$ cat config.mk
export PLATFORM = sky130hd
export DESIGN_NAME = instr_fetch_unit
export DESIGN_NICKNAME = d
export VERILOG_FILES = /design/src/rtl/instr_fetch_unit.sv
export SDC_FILE = /design/constraint.sdc
export NUM_CORES = 1
export LEC_CHECK = 0
export ABC_AREA = 1
export BUFFER_PORTS_ARGS = -buffer_cell sky130_fd_sc_hd__buf_2
export CAP_MARGIN = 40
export CORE_UTILIZATION = 25
export DETAILED_ROUTE_END_ITERATION = 8
export PLACE_DENSITY = 0.54
export REMOVE_ABC_BUFFERS = 1
export SYNTH_ARGS = -nofsm -noshare
export SYNTH_HDL_FRONTEND = slang
export SYNTH_SLANG_ARGS = --single-unit
$ cat constraint.sdc
create_clock -name clk -period 3.21 [get_ports clk]
set_clock_uncertainty 0.05 [all_clocks]
set_input_delay 0.1605 -clock clk [delete_from_list [all_inputs] [get_ports clk]]
set_output_delay 0.1605 -clock clk [all_outputs]
set_load 0.05 [all_outputs]
$ cat src/rtl/instr_fetch_unit.sv
// Instruction fetch unit: IDLE/FETCH/VALID sequencer holding PC and instruction register.
// Define IFU_RETIRE_CNT_EN to add the retire_count output (consumed-instruction counter).
module instr_fetch_unit #(
  parameter logic [31:0] RESET_PC = 32'h0000_0000
) (
  input  logic        clk,
  input  logic        rst_n,
  output logic        imem_req,
  output logic [31:0] imem_addr,
  input  logic        imem_ack,
  input  logic [31:0] imem_rdata,
  input  logic        stall,
  input  logic        jump,
  input  logic        branch_taken,
  input  logic [15:0] branch_offset,
  output logic        instr_valid,
  output logic [31:0] instr,
  output logic [5:0]  opcode,
  output logic [5:0]  func,
  output logic [31:0] pc,
`ifdef IFU_RETIRE_CNT_EN
  output logic [31:0] retire_count,
`endif
  output logic [31:0] pc_plus4
);

  typedef enum logic [1:0] {
    IDLE,
    FETCH,
    VALID
  } state_t;

  // Low address bits are forced to zero so a misaligned RESET_PC cannot leak out.
  localparam logic [31:0] PC_INIT = {RESET_PC[31:2], 2'b00};

  state_t      state;
  state_t      state_nxt;
  logic [31:0] pc_q;
  logic [31:0] ir;
  logic        load_ir;
  logic        consume;
  logic [31:0] jump_target;
  logic [31:0] branch_target;
  logic [31:0] pc_next;

  always_ff @(posedge clk or negedge rst_n) begin
    if (!rst_n) state <= IDLE;
    else        state <= state_nxt;
  end

  always_comb begin
    state_nxt   = state;
    imem_req    = 1'b0;
    instr_valid = 1'b0;
    load_ir     = 1'b0;
    consume     = 1'b0;
    case (state)
      IDLE: state_nxt = FETCH;
      FETCH: begin
        imem_req = 1'b1;
        if (imem_ack) begin
          load_ir   = 1'b1;
          state_nxt = VALID;
        end
      end
      VALID: begin
        instr_valid = 1'b1;
        if (!stall) begin
          consume   = 1'b1;
          state_nxt = FETCH;
        end
      end
      default: state_nxt = IDLE;
    endcase
  end

  assign pc_plus4      = pc_q + 32'd4;
  assign jump_target   = {pc_plus4[31:28], ir[25:0], 2'b00};
  assign branch_target = pc_plus4 + {{14{branch_offset[15]}}, branch_offset, 2'b00};

  always_comb begin
    pc_next = pc_plus4;
    if (jump)              pc_next = jump_target;
    else if (branch_taken) pc_next = branch_target;
  end

  always_ff @(posedge clk or negedge rst_n) begin
    if (!rst_n) begin
      pc_q <= PC_INIT;
      ir   <= '0;
    end else begin
      if (load_ir) ir   <= imem_rdata;
      if (consume) pc_q <= pc_next;
    end
  end

`ifdef IFU_RETIRE_CNT_EN
  always_ff @(posedge clk or negedge rst_n) begin
    if (!rst_n)       retire_count <= '0;
    else if (consume) retire_count <= retire_count + 32'd1;
  end
`endif

  assign imem_addr = pc_q;
  assign pc        = pc_q;
  assign instr     = ir;
  assign opcode    = ir[31:26];
  assign func      = ir[5:0];

endmodule

==> impl_metrics.prom <==
# TYPE chip_impl_metric gauge
chip_impl_metric{name="post_synth.cell_area_avg",unit="um2"} 6.44
chip_impl_info{name="synth_area_leader_cell",value="sky130_fd_sc_hd__dfrtp_1"} 1
chip_impl_metric{name="chipHeight",unit="um"} 163
chip_impl_info{name="outcome",value="complete, no violations"} 1
chip_impl_metric{name="fmax",unit="MHz"} 332
chip_impl_metric{name="post_synthesis_sequential_area_ratio",unit=""} 0.247
chip_impl_info{name="beginning_of_the_worst_hold_path",value="imem_rdata[23]"} 1
chip_impl_metric{name="setup_slack",unit="ns"} 0.198
chip_impl_metric{name="async_flop_share",unit=""} 1.00
chip_impl_info{name="path_class",value="flop to flop"} 1
chip_impl_metric{name="detailedRoute.firstPassIterationCount",unit=""} 5
chip_impl_metric{name="endpoint_required_time_on_the_critical_path",unit="ns"} 3.39
chip_impl_metric{name="critPathArrivalTime",unit="ns"} 3.19
chip_impl_metric{name="critical_path_peak_fanout",unit=""} 6
chip_impl_metric{name="grt_start_max_net_pins",unit=""} 46
chip_impl_metric{name="postLayoutCellArea",unit="mm2"} 0.00844
chip_impl_metric{name="area.sequential",unit="mm2"} 0.00162
chip_impl_metric{name="multi_input_area",unit="mm2"} 0.00407
chip_impl_metric{name="synth_warnings",unit=""} 0
chip_impl_metric{name="globalplace.congestion",unit=""} 0.929
chip_impl_metric{name="worstMarginPinSlew",unit="ns"} 0.813
chip_impl_metric{name="finish.net_count",unit=""} 1297
chip_impl_metric{name="antenna_found_initial",unit=""} 0
chip_impl_info{name="timing.rr.start",value="imem_addr[9]$_DFFE_PN0P_"} 1
chip_impl_metric{name="num_vias",unit=""} 6966
chip_impl_metric{name="placementRows",unit=""} 58
chip_impl_metric{name="initialDrtViolationCount",unit=""} 501
chip_impl_metric{name="worstSkewPairLatency",unit="ns"} 0.33
chip_impl_metric{name="maxCapViolations",unit=""} 0
chip_impl_metric{name="first_pass_grt_wire_length",unit="mm"} 36.7
chip_impl_metric{name="first_global_vias",unit=""} 6640
chip_impl_metric{name="synth_cell_type_count",unit=""} 48
chip_impl_metric{name="cell_count_of_the_worst_reg_to_reg_path",unit=""} 18
chip_impl_info{name="synth_commonest_cells",value="314 x sky130_fd_sc_hd__nand2_1, 165 x sky130_fd_sc_hd__inv_1, 72 x sky130_fd_sc_hd__nor2_1, 64 x sky130_fd_sc_hd__dfrtp_1, 62 x sky130_fd_sc_hd__nand3_1"} 1
chip_impl_info{name="timing.rr.end",value="imem_addr[21]$_DFFE_PN0P_"} 1
chip_impl_metric{name="preCtsSetupSlack",unit="ns"} -0.0947
chip_impl_metric{name="initial_core_utilization",unit=""} 0.256
chip_impl_metric{name="timing.hold.ws",unit="ns"} 0.00881
chip_impl_metric{name="tritoncts.num_buffers",unit=""} 9
chip_impl_metric{name="regToRegSetupSlack",unit="ns"} 0.20
chip_impl_info{name="most_numerous_cell_in_the_yosys_netlist",value="sky130_fd_sc_hd__nand2_1"} 1
chip_impl_metric{name="detail_route.vias_per_cell",unit=""} 4.52
chip_impl_metric{name="final_hold_viol_count",unit=""} 0
chip_impl_metric{name="groute.usage.overall",unit=""} 0.181
chip_impl_metric{name="ioPinCount",unit=""} 196
chip_impl_metric{name="layout.cells.non_filler",unit=""} 1541
chip_impl_metric{name="overflow",unit=""} 0
chip_impl_metric{name="critical_path_buf_inv_count",unit=""} 3
chip_impl_metric{name="route.detailed.drc",unit=""} 0
chip_impl_metric{name="insertedDiodeCount",unit=""} 0
chip_impl_metric{name="cts_buffer_depth",unit=""} 2
chip_impl_metric{name="ys_ff_latch",unit=""} 64
chip_impl_metric{name="slew_headroom",unit=""} 0.457
chip_impl_info{name="timing.hold.worst_endpoint",value="instr[23]$_DFFE_PN0P_"} 1
chip_impl_info{name="hp-class",value="primary input to flop"} 1
chip_impl_metric{name="synthesis.area",unit="mm2"} 0.00649
chip_impl_info{name="cts_root_buffer",value="sky130_fd_sc_hd__clkbuf_16"} 1
chip_impl_metric{name="timing.critical_path.slowest_cell_delay",unit="ns"} 0.43
chip_impl_info{name="timing.critical_path.cells",value="nand2_1 -> nor2_1 -> nand2_2 -> nor2_4 -> xor2_1 -> inv_1 -> ha_2 -> nand2_2 -> nor2_4 -> inv_1 -> nor2_1 -> nand4_1 -> nand3_1 -> nand2_1 -> nand3_1 -> nand3_1 -> nand2_1 -> inv_1"} 1
chip_impl_metric{name="dpl.cell_count",unit=""} 1506
chip_impl_metric{name="timing.hold.worst_path_depth",unit=""} 2
chip_impl_info{name="worstSetupStartpointType",value="flop"} 1
chip_impl_info{name="startpoint",value="imem_addr[9]$_DFFE_PN0P_"} 1
chip_impl_info{name="largest_cells_by_area_after_synthesis",value="sky130_fd_sc_hd__dfrtp_1 25%, sky130_fd_sc_hd__nand2_1 18%, sky130_fd_sc_hd__inv_1 9.5%"} 1
chip_impl_metric{name="synth_cells",unit=""} 1008
chip_impl_info{name="tritoncts",value="built"} 1
chip_impl_info{name="timing.critical_path.max_delay_family",value="simple AND/OR/NAND/NOR gates"} 1
chip_impl_metric{name="clock_tree.htree_level_count",unit=""} 3
chip_impl_metric{name="timing.final.crit_share",unit=""} 0.938
chip_impl_info{name="setup_repair_after_global_routing_missed_its_margin",value="true"} 1
chip_impl_metric{name="clk_pin_slew",unit="ns"} 0.06
chip_impl_metric{name="detailed_place.area",unit="mm2"} 0.00775
chip_impl_metric{name="design.die.area",unit="mm2"} 0.0266
chip_impl_metric{name="n_fill_cell",unit=""} 2738
chip_impl_metric{name="yosysTopAreaCellShare",unit=""} 0.247
chip_impl_metric{name="timing.final.setup_violations",unit=""} 0
chip_impl_info{name="worst_path_max_delay_cell",value="sky130_fd_sc_hd__dfrtp_2"} 1
chip_impl_metric{name="final_routed_wire_length_divided_by_cell_count",unit="um"} 15.5
chip_impl_metric{name="die_w",unit="um"} 163
chip_impl_metric{name="route.final.wire_length",unit="mm"} 23.9
chip_impl_metric{name="placement.io_buffers",unit=""} 189
chip_impl_metric{name="min_period",unit="ns"} 3.01
chip_impl_metric{name="fraction_of_layout_cells_with_a_size_suffix_above_1",unit=""} 0.300
chip_impl_metric{name="slew_viol_final",unit=""} 0
chip_impl_metric{name="postRouteAntennaNets",unit=""} 0
chip_impl_metric{name="tritoncts_num_sinks",unit=""} 64
chip_impl_info{name="worst_setup_path_end_kind",value="flop"} 1
chip_impl_metric{name="detailedPlacementHpwl",unit="mm"} 19.5
chip_impl_metric{name="syn2layout_area_growth",unit="%"} 30.0
chip_impl_info{name="postSynth.topFlopCell",value="sky130_fd_sc_hd__dfrtp_1"} 1
chip_impl_metric{name="post_synth_edffs",unit=""} 0
chip_impl_metric{name="core_box_area",unit="mm2"} 0.0253
-- worst reg2reg max path, stage by stage (launching register included) --
cell and delay [ns]:
sky130_fd_sc_hd__dfrtp_2 0.43, sky130_fd_sc_hd__nand2_1 0.11, sky130_fd_sc_hd__nor2_1 0.19, sky130_fd_sc_hd__nand2_2 0.13, sky130_fd_sc_hd__nor2_4 0.18, sky130_fd_sc_hd__xor2_1 0.21, sky130_fd_sc_hd__inv_1 0.09, sky130_fd_sc_hd__ha_2 0.41
sky130_fd_sc_hd__nand2_2 0.12, sky130_fd_sc_hd__nor2_4 0.12, sky130_fd_sc_hd__inv_1 0.09, sky130_fd_sc_hd__nor2_1 0.17, sky130_fd_sc_hd__nand4_1 0.13, sky130_fd_sc_hd__nand3_1 0.09, sky130_fd_sc_hd__nand2_1 0.05, sky130_fd_sc_hd__nand3_1 0.14
sky130_fd_sc_hd__nand3_1 0.10, sky130_fd_sc_hd__nand2_1 0.06, sky130_fd_sc_hd__inv_1 0.03
-- area by class of cell --
cell class,count,share of cell area
timing repair buffer,246,0.169
multi-input combinational,716,0.482
clock buffer,13,0.0285
inverter,169,0.0752
clock inverter,3,0.00504
tap,330,0.0489
sequential,64,0.192
-- sequential cells by signal, summed over array words and instances (netlist names) --
| signal | cells |
|---|---|
| imem_addr | 30 |
| state | 2 |
| instr | 32 |
-- worst max path at each step --
stage,endpoint,cells after the start,slack [ns]
2_1_floorplan,imem_addr[11]$_DFFE_PN0P_,15,-1.07
3_3_place_gp,imem_addr[22]$_DFFE_PN0P_,18,-0.11
3_5_place_dp,imem_addr[22]$_DFFE_PN0P_,18,-0.09
4_1_cts,imem_addr[21]$_DFFE_PN0P_,21,0.02
5_1_grt,imem_addr[21]$_DFFE_PN0P_,20,-0.07
6_report,imem_addr[21]$_DFFE_PN0P_,18,0.20
-- cell usage in the layout (no fill, tap or decap), types with 7 or more instances in the layout --
master                          instances
sky130_fd_sc_hd__nor2_2                17
sky130_fd_sc_hd__o21ai_0               22
sky130_fd_sc_hd__ha_1                  25
sky130_fd_sc_hd__nor2_1                56
sky130_fd_sc_hd__xor2_1                15
sky130_fd_sc_hd__a21oi_1               57
sky130_fd_sc_hd__dlygate4sd3_1         13
sky130_fd_sc_hd__nand4_1               11
sky130_fd_sc_hd__ha_4                   8
sky130_fd_sc_hd__dfrtp_2               12
sky130_fd_sc_hd__inv_2                  7
sky130_fd_sc_hd__buf_2                189
sky130_fd_sc_hd__inv_1                161
sky130_fd_sc_hd__nor3_1                 7
sky130_fd_sc_hd__clkbuf_16              9
sky130_fd_sc_hd__dfrtp_1               52
sky130_fd_sc_hd__mux2_2                28
sky130_fd_sc_hd__buf_4                 43
sky130_fd_sc_hd__nand2_2               10
sky130_fd_sc_hd__nand2_1              312
sky130_fd_sc_hd__nand3_1               61
sky130_fd_sc_hd__nor2_4                 9
-- through the flow --
| step | setup TNS (ns) | util |
|---|---|---|
| 6_report | 0 | 0.333 |
| 2_1_floorplan | -21.95 | - |
| 3_3_place_gp | -0.223 | 0.305 |
| 3_5_place_dp | -0.196 | 0.306 |
| 5_1_grt | -0.159 | 0.333 |
| 4_1_cts | 0 | 0.323 |
-- cell families (layout without fill, tap and decap cells) --
group,Yosys count,after routing,synth area share
compound gates,117,117,0.102
flops,64,64,0.247
buf+inv,233,431,0.164
xor+xnor,20,20,0.0281
simple gates,508,508,0.338
mux,28,28,0.0486
fa+ha+maj,37,37,0.0724
other cells,1,6,0.000577
-- repair_timing --
action,CTS,global route
pin swaps,0,3
setup buffers,0,6
endpoints found under the setup margin,3,19
endpoints found under the hold margin,31,0
resized for setup,8,53
hold buffers,13,0
-- metal layers --
metal  GRT usage  up-vias  share of wire
met5           0        -              0
li1            -     3523              -
met4      0.0624        0          0.025
met1       0.240     3178           0.45
met2       0.304      234           0.47
met3      0.0168       31          0.055
Power is left out: the tool's default activity adds up to more than one toggle a clock period on the data nets, which glitch-free logic cannot reach.
